**src/rtl/circle_batch_scheduler.sv**
```systemverilog
// rtl/circle_batch_scheduler.sv - batch sequencer for the shared circle-point engine
// Issues one engine operation per index and queues results; issue waits for a free FIFO slot.
module circle_batch_scheduler #(
    parameter int FIFO_DEPTH = 4,
    parameter int CNT_W      = 16
) (
    input  logic             clk,
    input  logic             rst_n,
    input  logic             cmd_valid,
    output logic             cmd_ready,
    input  logic [31:0]      cmd_k_start,
    input  logic [CNT_W-1:0] cmd_count,
    input  logic [1:0]       cmd_base_sel,
    input  logic             abort,
    output logic             eng_start,
    output logic [31:0]      eng_k,
    output logic [1:0]       eng_base_sel,
    input  logic             eng_ready,
    input  logic             eng_done,
    input  logic [31:0]      eng_x,
    input  logic [31:0]      eng_y,
    output logic             out_valid,
    input  logic             out_ready,
    output logic [31:0]      out_x,
    output logic [31:0]      out_y,
    output logic [31:0]      out_k,
    output logic             out_last,
    output logic             batch_done,
    output logic             batch_aborted,
    output logic             err_base,
    output logic             busy
);

    localparam int PTR_W = (FIFO_DEPTH > 1) ? $clog2(FIFO_DEPTH) : 1;

    typedef enum logic [1:0] {
        S_IDLE,
        S_ISSUE,
        S_WAIT_DONE
    } state_t;

    state_t           state_q;
    logic [31:0]      k_cur_q;
    logic [CNT_W-1:0] remaining_q;
    logic [1:0]       base_q;
    logic             abort_pending_q;
    logic             eng_start_q;
    logic             batch_done_q;
    logic             batch_aborted_q;
    logic             err_base_q;

    logic [31:0]      x_mem_q    [FIFO_DEPTH];
    logic [31:0]      y_mem_q    [FIFO_DEPTH];
    logic [31:0]      k_mem_q    [FIFO_DEPTH];
    logic             last_mem_q [FIFO_DEPTH];
    logic [PTR_W-1:0] wr_ptr_q;
    logic [PTR_W-1:0] rd_ptr_q;
    logic [PTR_W:0]   count_q;

    logic abort_seen;
    logic push;
    logic pop;
    logic last_pt;
    logic fifo_free;

    assign abort_seen = abort_pending_q | abort;
    assign push       = (state_q == S_WAIT_DONE) & eng_done;
    assign pop        = out_valid & out_ready;
    assign last_pt    = (remaining_q == CNT_W'(1)) | abort_seen;
    assign fifo_free  = count_q < (PTR_W+1)'(FIFO_DEPTH);

    always_ff @(posedge clk or negedge rst_n) begin
        if (!rst_n) begin
            state_q         <= S_IDLE;
            k_cur_q         <= '0;
            remaining_q     <= '0;
            base_q          <= '0;
            abort_pending_q <= 1'b0;
            eng_start_q     <= 1'b0;
            batch_done_q    <= 1'b0;
            batch_aborted_q <= 1'b0;
            err_base_q      <= 1'b0;
        end else begin
            eng_start_q     <= 1'b0;
            batch_done_q    <= 1'b0;
            batch_aborted_q <= 1'b0;
            err_base_q      <= 1'b0;
            if (state_q != S_IDLE && abort) begin
                abort_pending_q <= 1'b1;
            end
            case (state_q)
                S_IDLE: begin
                    if (cmd_valid) begin
                        k_cur_q     <= cmd_k_start;
                        remaining_q <= cmd_count;
                        base_q      <= cmd_base_sel;
                        if (cmd_base_sel == 2'b11) begin
                            err_base_q <= 1'b1;
                        end else if (cmd_count == '0) begin
                            batch_done_q <= 1'b1;
                        end else begin
                            state_q         <= S_ISSUE;
                            abort_pending_q <= 1'b0;
                        end
                    end
                end
                S_ISSUE: begin
                    if (abort_seen) begin
                        state_q         <= S_IDLE;
                        batch_done_q    <= 1'b1;
                        batch_aborted_q <= 1'b1;
                    end else if (eng_ready && fifo_free) begin
                        eng_start_q <= 1'b1;
                        state_q     <= S_WAIT_DONE;
                    end
                end
                S_WAIT_DONE: begin
                    if (eng_done) begin
                        if (last_pt) begin
                            state_q         <= S_IDLE;
                            batch_done_q    <= 1'b1;
                            // A batch that was ending on its own anyway is not reported as aborted
                            batch_aborted_q <= (remaining_q != CNT_W'(1));
                        end else begin
                            k_cur_q     <= k_cur_q + 32'd1;
                            remaining_q <= remaining_q - CNT_W'(1);
                            state_q     <= S_ISSUE;
                        end
                    end
                end
                default: state_q <= S_IDLE;
            endcase
        end
    end

    always_ff @(posedge clk) begin
        if (push) begin
            x_mem_q[wr_ptr_q]    <= eng_x;
            y_mem_q[wr_ptr_q]    <= eng_y;
            k_mem_q[wr_ptr_q]    <= k_cur_q;
            last_mem_q[wr_ptr_q] <= last_pt;
        end
    end

    always_ff @(posedge clk or negedge rst_n) begin
        if (!rst_n) begin
            wr_ptr_q <= '0;
            rd_ptr_q <= '0;
            count_q  <= '0;
        end else begin
            if (push) begin
                wr_ptr_q <= wr_ptr_q + PTR_W'(1);
            end
            if (pop) begin
                rd_ptr_q <= rd_ptr_q + PTR_W'(1);
            end
            if (push && !pop) begin
                count_q <= count_q + (PTR_W+1)'(1);
            end else if (pop && !push) begin
                count_q <= count_q - (PTR_W+1)'(1);
            end
        end
    end

    assign cmd_ready     = (state_q == S_IDLE);
    assign eng_start     = eng_start_q;
    assign eng_k         = k_cur_q;
    assign eng_base_sel  = base_q;
    assign batch_done    = batch_done_q;
    assign batch_aborted = batch_aborted_q;
    assign err_base      = err_base_q;
    assign busy          = (state_q != S_IDLE) || (count_q != '0);

    // Head is forced to zero when empty so stale storage never leaks out
    assign out_valid = (count_q != '0);
    assign out_x     = out_valid ? x_mem_q[rd_ptr_q]    : 32'd0;
    assign out_y     = out_valid ? y_mem_q[rd_ptr_q]    : 32'd0;
    assign out_k     = out_valid ? k_mem_q[rd_ptr_q]    : 32'd0;
    assign out_last  = out_valid ? last_mem_q[rd_ptr_q] : 1'b0;

endmodule

```
**config.mk**
```make
export PLATFORM = sky130hd
export DESIGN_NAME = circle_batch_scheduler
export DESIGN_NICKNAME = d
export VERILOG_FILES = /design/src/rtl/circle_batch_scheduler.sv
export SDC_FILE = /design/constraint.sdc
export NUM_CORES = 1
export LEC_CHECK = 0
export ABC_AREA = 1
export CAP_MARGIN = 20
export CORE_UTILIZATION = 57
export CTS_CLUSTER_DIAMETER = 150
export DETAILED_ROUTE_END_ITERATION = 6
export DONT_BUFFER_PORTS = 1
export PLACE_DENSITY = 0.75
export SLEW_MARGIN = 20
export SYNTH_ARGS = -nofsm -noshare
export SYNTH_HDL_FRONTEND = slang
export SYNTH_SLANG_ARGS = --single-unit
```
**constraint.sdc**
```tcl
create_clock -name clk -period 5.4 [get_ports clk]
set_clock_uncertainty 0.1 [all_clocks]
set_input_delay 0.54 -clock clk [delete_from_list [all_inputs] [get_ports clk]]
set_output_delay 0.54 -clock clk [all_outputs]
set_load 0.01 [all_outputs]
```
==> metrics.md, run 1 <==
| Metric | Value |
|---|---|
| Status | finished, final reports clean |
| Storage cell area | 13300 um2 |
| Seq pwr share | 0.422 |
| Detail Placement HPWL | 27800 um |
| Clock buffer depth | 3 |
| Final Critical Period | 3740 ps |
| Post-CTS Setup Inserts | 0 |
| Vias in the first global route | 13400 |
| Power Total | 11.8 mW |
| Core region area | 33500 um2 |
| Vias/cell | 5.77 |
| RSZ-0062 raised after global routing | false |
| Ys Warns | 0 |
| Via Count | 13800 |
| Startpoint types | flop |
| CP endpoint kind | output port |
| Multi-input combinational cell area | 5630 um2 |
| Initial antenna violation count | 1 |
| Ys async rst share | 0.142 |
| Final ANT Viol Nets | 0 |
| Register area share after synthesis | 0.681 |
| Ant. Diodes | 0 |
| Setup violations, final | 0 |
| Grt total ovfl | 0 |
| Syn Inst Count | 1872 |
| R2R cell count | 5 |
| Routability cong. | 0.900 |
| TritonCTS clock tree | done |
| Syn Area/Cell | 10.4 um2 |
| Layout cell share with drive strength beyond 1 | 0.0545 |
| # resized after CTS | 0 |
| Pleak | 7.88 nW |
| NetSw | 4.75 mW |
| Final net count | 2047 |
| Gr usage total | 0.272 |
| Crit path max fanout | 104 |
| Top cells by area, synth | edfxtp_1 60%, nor2_1 9.7%, dfrtp_1 8.2% |
| Placement Cell Area | 19900 um2 |
| Syn-to-layout area delta | 12.8% |
| Pin count of the biggest net entering global routing | 105 |
| IO Count | 259 |
| CP arrival | 3100 ps |
| Hold Crit Class | in -> reg |
| Hold Fails Final Rpt | 0 |
| Root buffer cell | clkbuf_16 |
| PD cells | 539 nW/um2 |
| Port Buf Inserts | 0 |
| Final instance area | 22000 um2 |
| Hold WS | 35.4 ps |
| RR Startpoint | state_q[0] |
| EDFF count, synth | 388 |
| Setup WS post-layout | 1660 ps |
| Initial DRC Count | 1398 |
| Reg2reg end | y_mem_q[1][24] |
| Post-synth top area share | 0.598 |
| Synth area leader | edfxtp_1 |
| H-tree Lvls | 2 |
| Clock share of power | 0.248 |
| Mapped cell area | 19500 um2 |
| Total clock buffers created by CTS | 46 |
| Dpl ws | 2280 ps |
| Die Wd | 187 um |
| Sw Share | 0.401 |
| Crit path launch | rd_ptr_q[0] |
| R2R setup slack | 2300 ps |
| Least-Margin Pin Slew | 1060 ps |
| Synth Net Count | 2006 |
| Hold-critical path depth | 2 |
| Worst-path clk slew | 60 ps |
| Crit path required time | 4760 ps |
| Chip height | 187 um |
| Starting density of the core | 0.581 |
| Crit path to | out_k[7] |
| Slew HR | 0.292 |
| Global-route wire length before repair | 73900 um |
| Pins Over Slew Limit | 0 |
| Synthesized flop and latch total | 452 |
| WS Path Type | reg -> out |
| Die area | 34900 um2 |
| Combinational fraction of design power | 0.330 |
| Cell variety after synth | 32 |
| Max cap viols | 0 |
| Internal power | 7.09 mW |
| Residual DRC | 0 |
| Clock latency on the worst-skew pair | 550 ps |
| Top FF cell, synth | edfxtp_1 |
| Fmax | 0.267 GHz |
| FP Rows | 67 |
| Wirelength per Cell | 19.7 um |
| VDD IR-drop max | 407 uV |
| Fillers | 2520 |
| CTS sink count | 452 |
| Fin crit share | 0.693 |
| Drt total wl | 47200 um |
| Setup TNS | 0 ps |
| Drt first pass iters | 6 |
==> critical path, cell delays in order (launching register included) <==
cell and delay [ps]:
dfrtp_4 770, inv_4 720, buf_12 380, o21ai_0 180, a21oi_1 380
==> worst min-delay path by stage <==
stage | slack [ps] | startpoint | endpoint
finish | 40 | cmd_base_sel[1] | eng_base_sel[1]
global route | 20 | cmd_base_sel[1] | eng_base_sel[1]
CTS | 8 | cmd_base_sel[0] | err_base
detailed placement | 150 | rst_n | eng_k[23]
global placement | 150 | rst_n | eng_k[23]
floorplan | 140 | rst_n | abort_pending_q
==> power by group through the flow <==
stage	logic [mW]	registers [mW]	clock network [mW]
after CTS	3.86	4.98	2.98
after global placement	3.67	5.03	0
final	3.91	4.99	2.94
after floorplan	3.04	4.71	0
after detailed placement	3.76	5.05	0
after global routing	4.37	5.06	3.11
==> state kept, by name, indices dropped and copies added, names as in the netlist, 2 cells and up <==
register,flops
k_mem_q,128
x_mem_q,128
y_mem_q,128
eng_k,32
remaining_q,16
last_mem_q,4
count_q,3
eng_base_sel,2
rd_ptr_q,2
state_q,2
wr_ptr_q,2
==> logic make-up (layout without fill, tap and decap cells) <==
logic type,after synthesis,count (layout),share of synthesized area
buf+inv,149,221,0.0322
mux,1,1,0.000578
xor+xnor,13,13,0.00585
flops,452,452,0.681
simple gates,895,895,0.181
compound gates,349,349,0.0908
fa+ha+maj,13,13,0.00874
==> per-layer routing <==
layer | routed length (um) | GRT usage | vias up
met3 | 4330 | 0.0666 | 92
met2 | 22400 | 0.441 | 591
li1 | - | - | 6443
met1 | 19000 | 0.357 | 6673
met4 | 1520 | 0.104 | 0
met5 | 0 | 0 | -
==> cells in the mapped netlist (2+ instances only) <==
| cell type | instances |
|---|---|
| nor2_2 | 4 |
| nand3_1 | 42 |
| buf_4 | 8 |
| inv_1 | 52 |
| buf_1 | 6 |
| a21boi_0 | 2 |
| dfrtp_1 | 64 |
| xnor2_1 | 2 |
| o21ai_0 | 228 |
| or2_2 | 6 |
| and3_1 | 2 |
| a21oi_1 | 105 |
| nand2_2 | 2 |
| o21ai_1 | 11 |
| nand4_1 | 4 |
| inv_2 | 4 |
| ha_1 | 12 |
| nor2_1 | 505 |
| clkbuf_1 | 49 |
| nand3b_1 | 15 |
| xor2_1 | 11 |
| nand2_1 | 312 |
| edfxtp_1 | 388 |
| buf_2 | 30 |
==> what timing repair did <==
| item | in CTS | in global routing |
|---|---|---|
| endpoints found under the hold margin | 321 | 0 |
| hold buffers | 67 | 0 |
| setup endpoints to repair | 0 | 0 |
==> cells in the final DEF (no fill, tap or decap), types with 2 or more instances in the layout <==
| cell | instances |
|---|---|
| nor2_1 | 501 |
| edfxtp_1 | 388 |
| nand2_1 | 312 |
| o21ai_0 | 228 |
| a21oi_1 | 105 |
| dlygate4sd3_1 | 66 |
| dfrtp_1 | 62 |
| inv_1 | 52 |
| clkbuf_16 | 47 |
| nand3_1 | 42 |
| nand3b_1 | 15 |
| clkbuf_1 | 15 |
| xor2_1 | 11 |
| o21ai_1 | 11 |
| ha_1 | 11 |
| buf_4 | 11 |
| clkinv_2 | 7 |
| or2_2 | 6 |
| buf_12 | 6 |
| clkinv_1 | 5 |
| nand4_1 | 4 |
| nor2_2 | 4 |
| nor2_4 | 4 |
| nand2_2 | 2 |
| a21boi_0 | 2 |
| inv_6 | 2 |
| xnor2_1 | 2 |
| inv_2 | 2 |
| and3_1 | 2 |
| bufinv_16 | 2 |
| buf_16 | 2 |
| dfrtp_4 | 2 |
==> layout make-up <==
cell class / count / share of cell area
Tap cell: 448 / 0.0255
Timing Repair Buffer: 86 / 0.0423
Sequential cell: 452 / 0.604
Inverter: 56 / 0.00991
Clock buffer: 62 / 0.0561
Multi-Input combinational cell: 1271 / 0.256
Clock inverter: 17 / 0.00632
==> stage by stage <==
step	std cells	utilization
2_1_floorplan	1872	-
3_3_place_gp	2245	0.593
3_5_place_dp	2245	0.593
4_1_cts	2391	0.654
5_1_grt	2392	0.655
6_report	2392	0.655
No activity file was read; power rests on OpenSTA's default activity.
==> run 2, diff against run 1 <==
==> constraint.sdc (replaced) <==
create_clock -name clk -period 3.31 [get_ports clk]
set_clock_uncertainty 0.1 [all_clocks]
set_input_delay 0.331 -clock clk [delete_from_list [all_inputs] [get_ports clk]]
set_output_delay 0.331 -clock clk [all_outputs]
set_load 0.01 [all_outputs]
==> metrics.md, run 2 (synthesized netlist as in run 1, its figures left out) <==
| Metric | Value |
|---|---|
| Hold Fails Final Rpt | 0 |
| Crit path max fanout | 54 |
| VDD IR-drop max | 721 uV |
| Worst-path clk slew | 60 ps |
| Layout cell share with drive strength beyond 1 | 0.0696 |
| Residual DRC | 0 |
| Least-Margin Pin Slew | 900 ps |
| Status | finished, final reports clean |
| Startpoint types | flop |
| Starting density of the core | 0.581 |
| CP max stage cell | dfrtp_4 |
| R2R setup slack | 490 ps |
| CP arrival | 2460 ps |
| Setup TNS | 0 ps |
| Crit path required time | 2880 ps |
| Vias in the first global route | 13800 |
| Most common cell after layout, fill and taps aside | nor2_1 |
| Combinational fraction of design power | 0.351 |
| Slowest stage delay, CP | 500 ps |
| Clock latency on the worst-skew pair | 550 ps |
| Gr usage total | 0.278 |
| Vias/cell | 5.68 |
| Setup violations, final | 0 |
| NetSw | 7.89 mW |
| Pin count of the biggest net entering global routing | 132 |
| Initial antenna violation count | 1 |
| Port Buf Inserts | 0 |
| Internal power | 11.7 mW |
| Seq pwr share | 0.407 |
| WS Path Type | reg -> out |
| Die Wd | 187 um |
| Root buffer cell | clkbuf_16 |
| RSZ-0062 raised after global routing | false |
| CP endpoint kind | output port |
| Clock share of power | 0.241 |
| Max cap viols | 0 |
| Pleak | 8.30 nW |
| Fmax | 0.345 GHz |
| Drt total wl | 48700 um |
| Drt first pass iters | 6 |
| Grt total ovfl | 0 |
| Multi-input combinational cell area | 5630 um2 |
| Fin crit share | 0.875 |
| Initial DRC Count | 1542 |
| Die area | 34900 um2 |
| Chip height | 187 um |
| TritonCTS clock tree | done |
| Hold WS | 8.62 ps |
| Via Count | 14100 |
| Core region area | 33500 um2 |
| Sw Share | 0.402 |
| Global-route wire length before repair | 75700 um |
| Total clock buffers created by CTS | 45 |
| Final net count | 2138 |
| IO Count | 259 |
| Routability cong. | 0.894 |
| Final core occ | 0.682 |
| Final Critical Period | 2900 ps |
| Final ANT Viol Nets | 0 |
| H-tree Lvls | 2 |
| Power Total | 19.6 mW |
| Fillers | 2344 |
| Largest regs | k_mem_q x128, x_mem_q x128, y_mem_q x128 |
| Placement Cell Area | 20200 um2 |
| # resized after CTS | 0 |
| Clock buffer depth | 3 |
| Storage cell area | 13300 um2 |
| Syn-to-layout area delta | 17.5% |
| Cell Chain, Critical Path | inv_4 > buf_4 > o21ai_0 > a21oi_1 |
| Final instance area | 22900 um2 |
| Most frequent cells in the layout | 501 x nor2_1, 388 x edfxtp_1, 312 x nand2_1 |
| FP Rows | 67 |
| Pins Over Slew Limit | 0 |
| CTS sink count | 452 |
| Wirelength per Cell | 19.6 um |
| Slew HR | 0.400 |
| PD cells | 857 nW/um2 |
| Hold Crit Class | in -> reg |
| Detail Placement HPWL | 29000 um |
## run 2: cell count changes in the layout (fill, tap and decap cells not counted), sizes merged
| cell | delta |
|---|---|
| dlygate4sd3 | +59 |
| buf | +33 |
| clkbuf | -3 |
| clkinvlp | +3 |
| clkinv | +2 |
| diode | +1 |
| inv | +1 |
## run 2: what timing repair did
item / 4_1_cts / 5_1_grt
hold buffers: 126 / 0
buffers inserted: 0 / 0
endpoints found under the hold margin: 374 / 0
## run 2: per-stage QoR
stage,std cells,setup slack (ps)
after floorplan,1872,-865
after global placement,2279,828
after detailed placement,2279,812
after CTS,2487,376
after global routing,2488,309
final,2488,414
## run 2: power groups by stage
stage / Clock [mW] / Sequential [mW] / Combinational (mW)
4_1_cts: 4.80 / 7.97 / 6.81
3_5_place_dp: 0 / 8.09 / 6.58
3_3_place_gp: 0 / 8.07 / 6.43
6_report: 4.73 / 7.99 / 6.88
5_1_grt: 5.01 / 8.07 / 7.61
2_1_floorplan: 0 / 7.67 / 4.96
## run 2: layout make-up
cell class	count	area share
Sequential cell	452	0.579
Multi-Input combinational cell	1271	0.246
Timing Repair Buffer	178	0.0811
Clock buffer	59	0.0515
Tap cell	448	0.0245
Inverter	56	0.00935
Clock inverter	23	0.00798
Antenna cell	1	0.000109
## run 2: worst paths after layout
path	cells past startpoint	startpoint	to
setup / recovery	4	rd_ptr_q[0]	out_k[7]
min in group asynchronous	2	rst_n	eng_k[25]
hold / removal	3	out_ready	rd_ptr_q[0]
setup reg to reg	7	state_q[0]	batch_aborted
max in group asynchronous	2	rst_n	rd_ptr_q[1]
hold reg to reg	2	remaining_q[13]	remaining_q[13]
## run 2: layer usage
metal	track usage	part of all wire
met5	0	0
met4	0.0921	0.028
met3	0.0514	0.083
met2	0.477	0.50
met1	0.359	0.39
## run 2: worst max-delay path: cells and delay by family, from the launching register on
kind	cells	cell delay (ps)
buffers and inverters	2	810
AO/OA/AOI/OAI	2	550
flip-flops	1	500
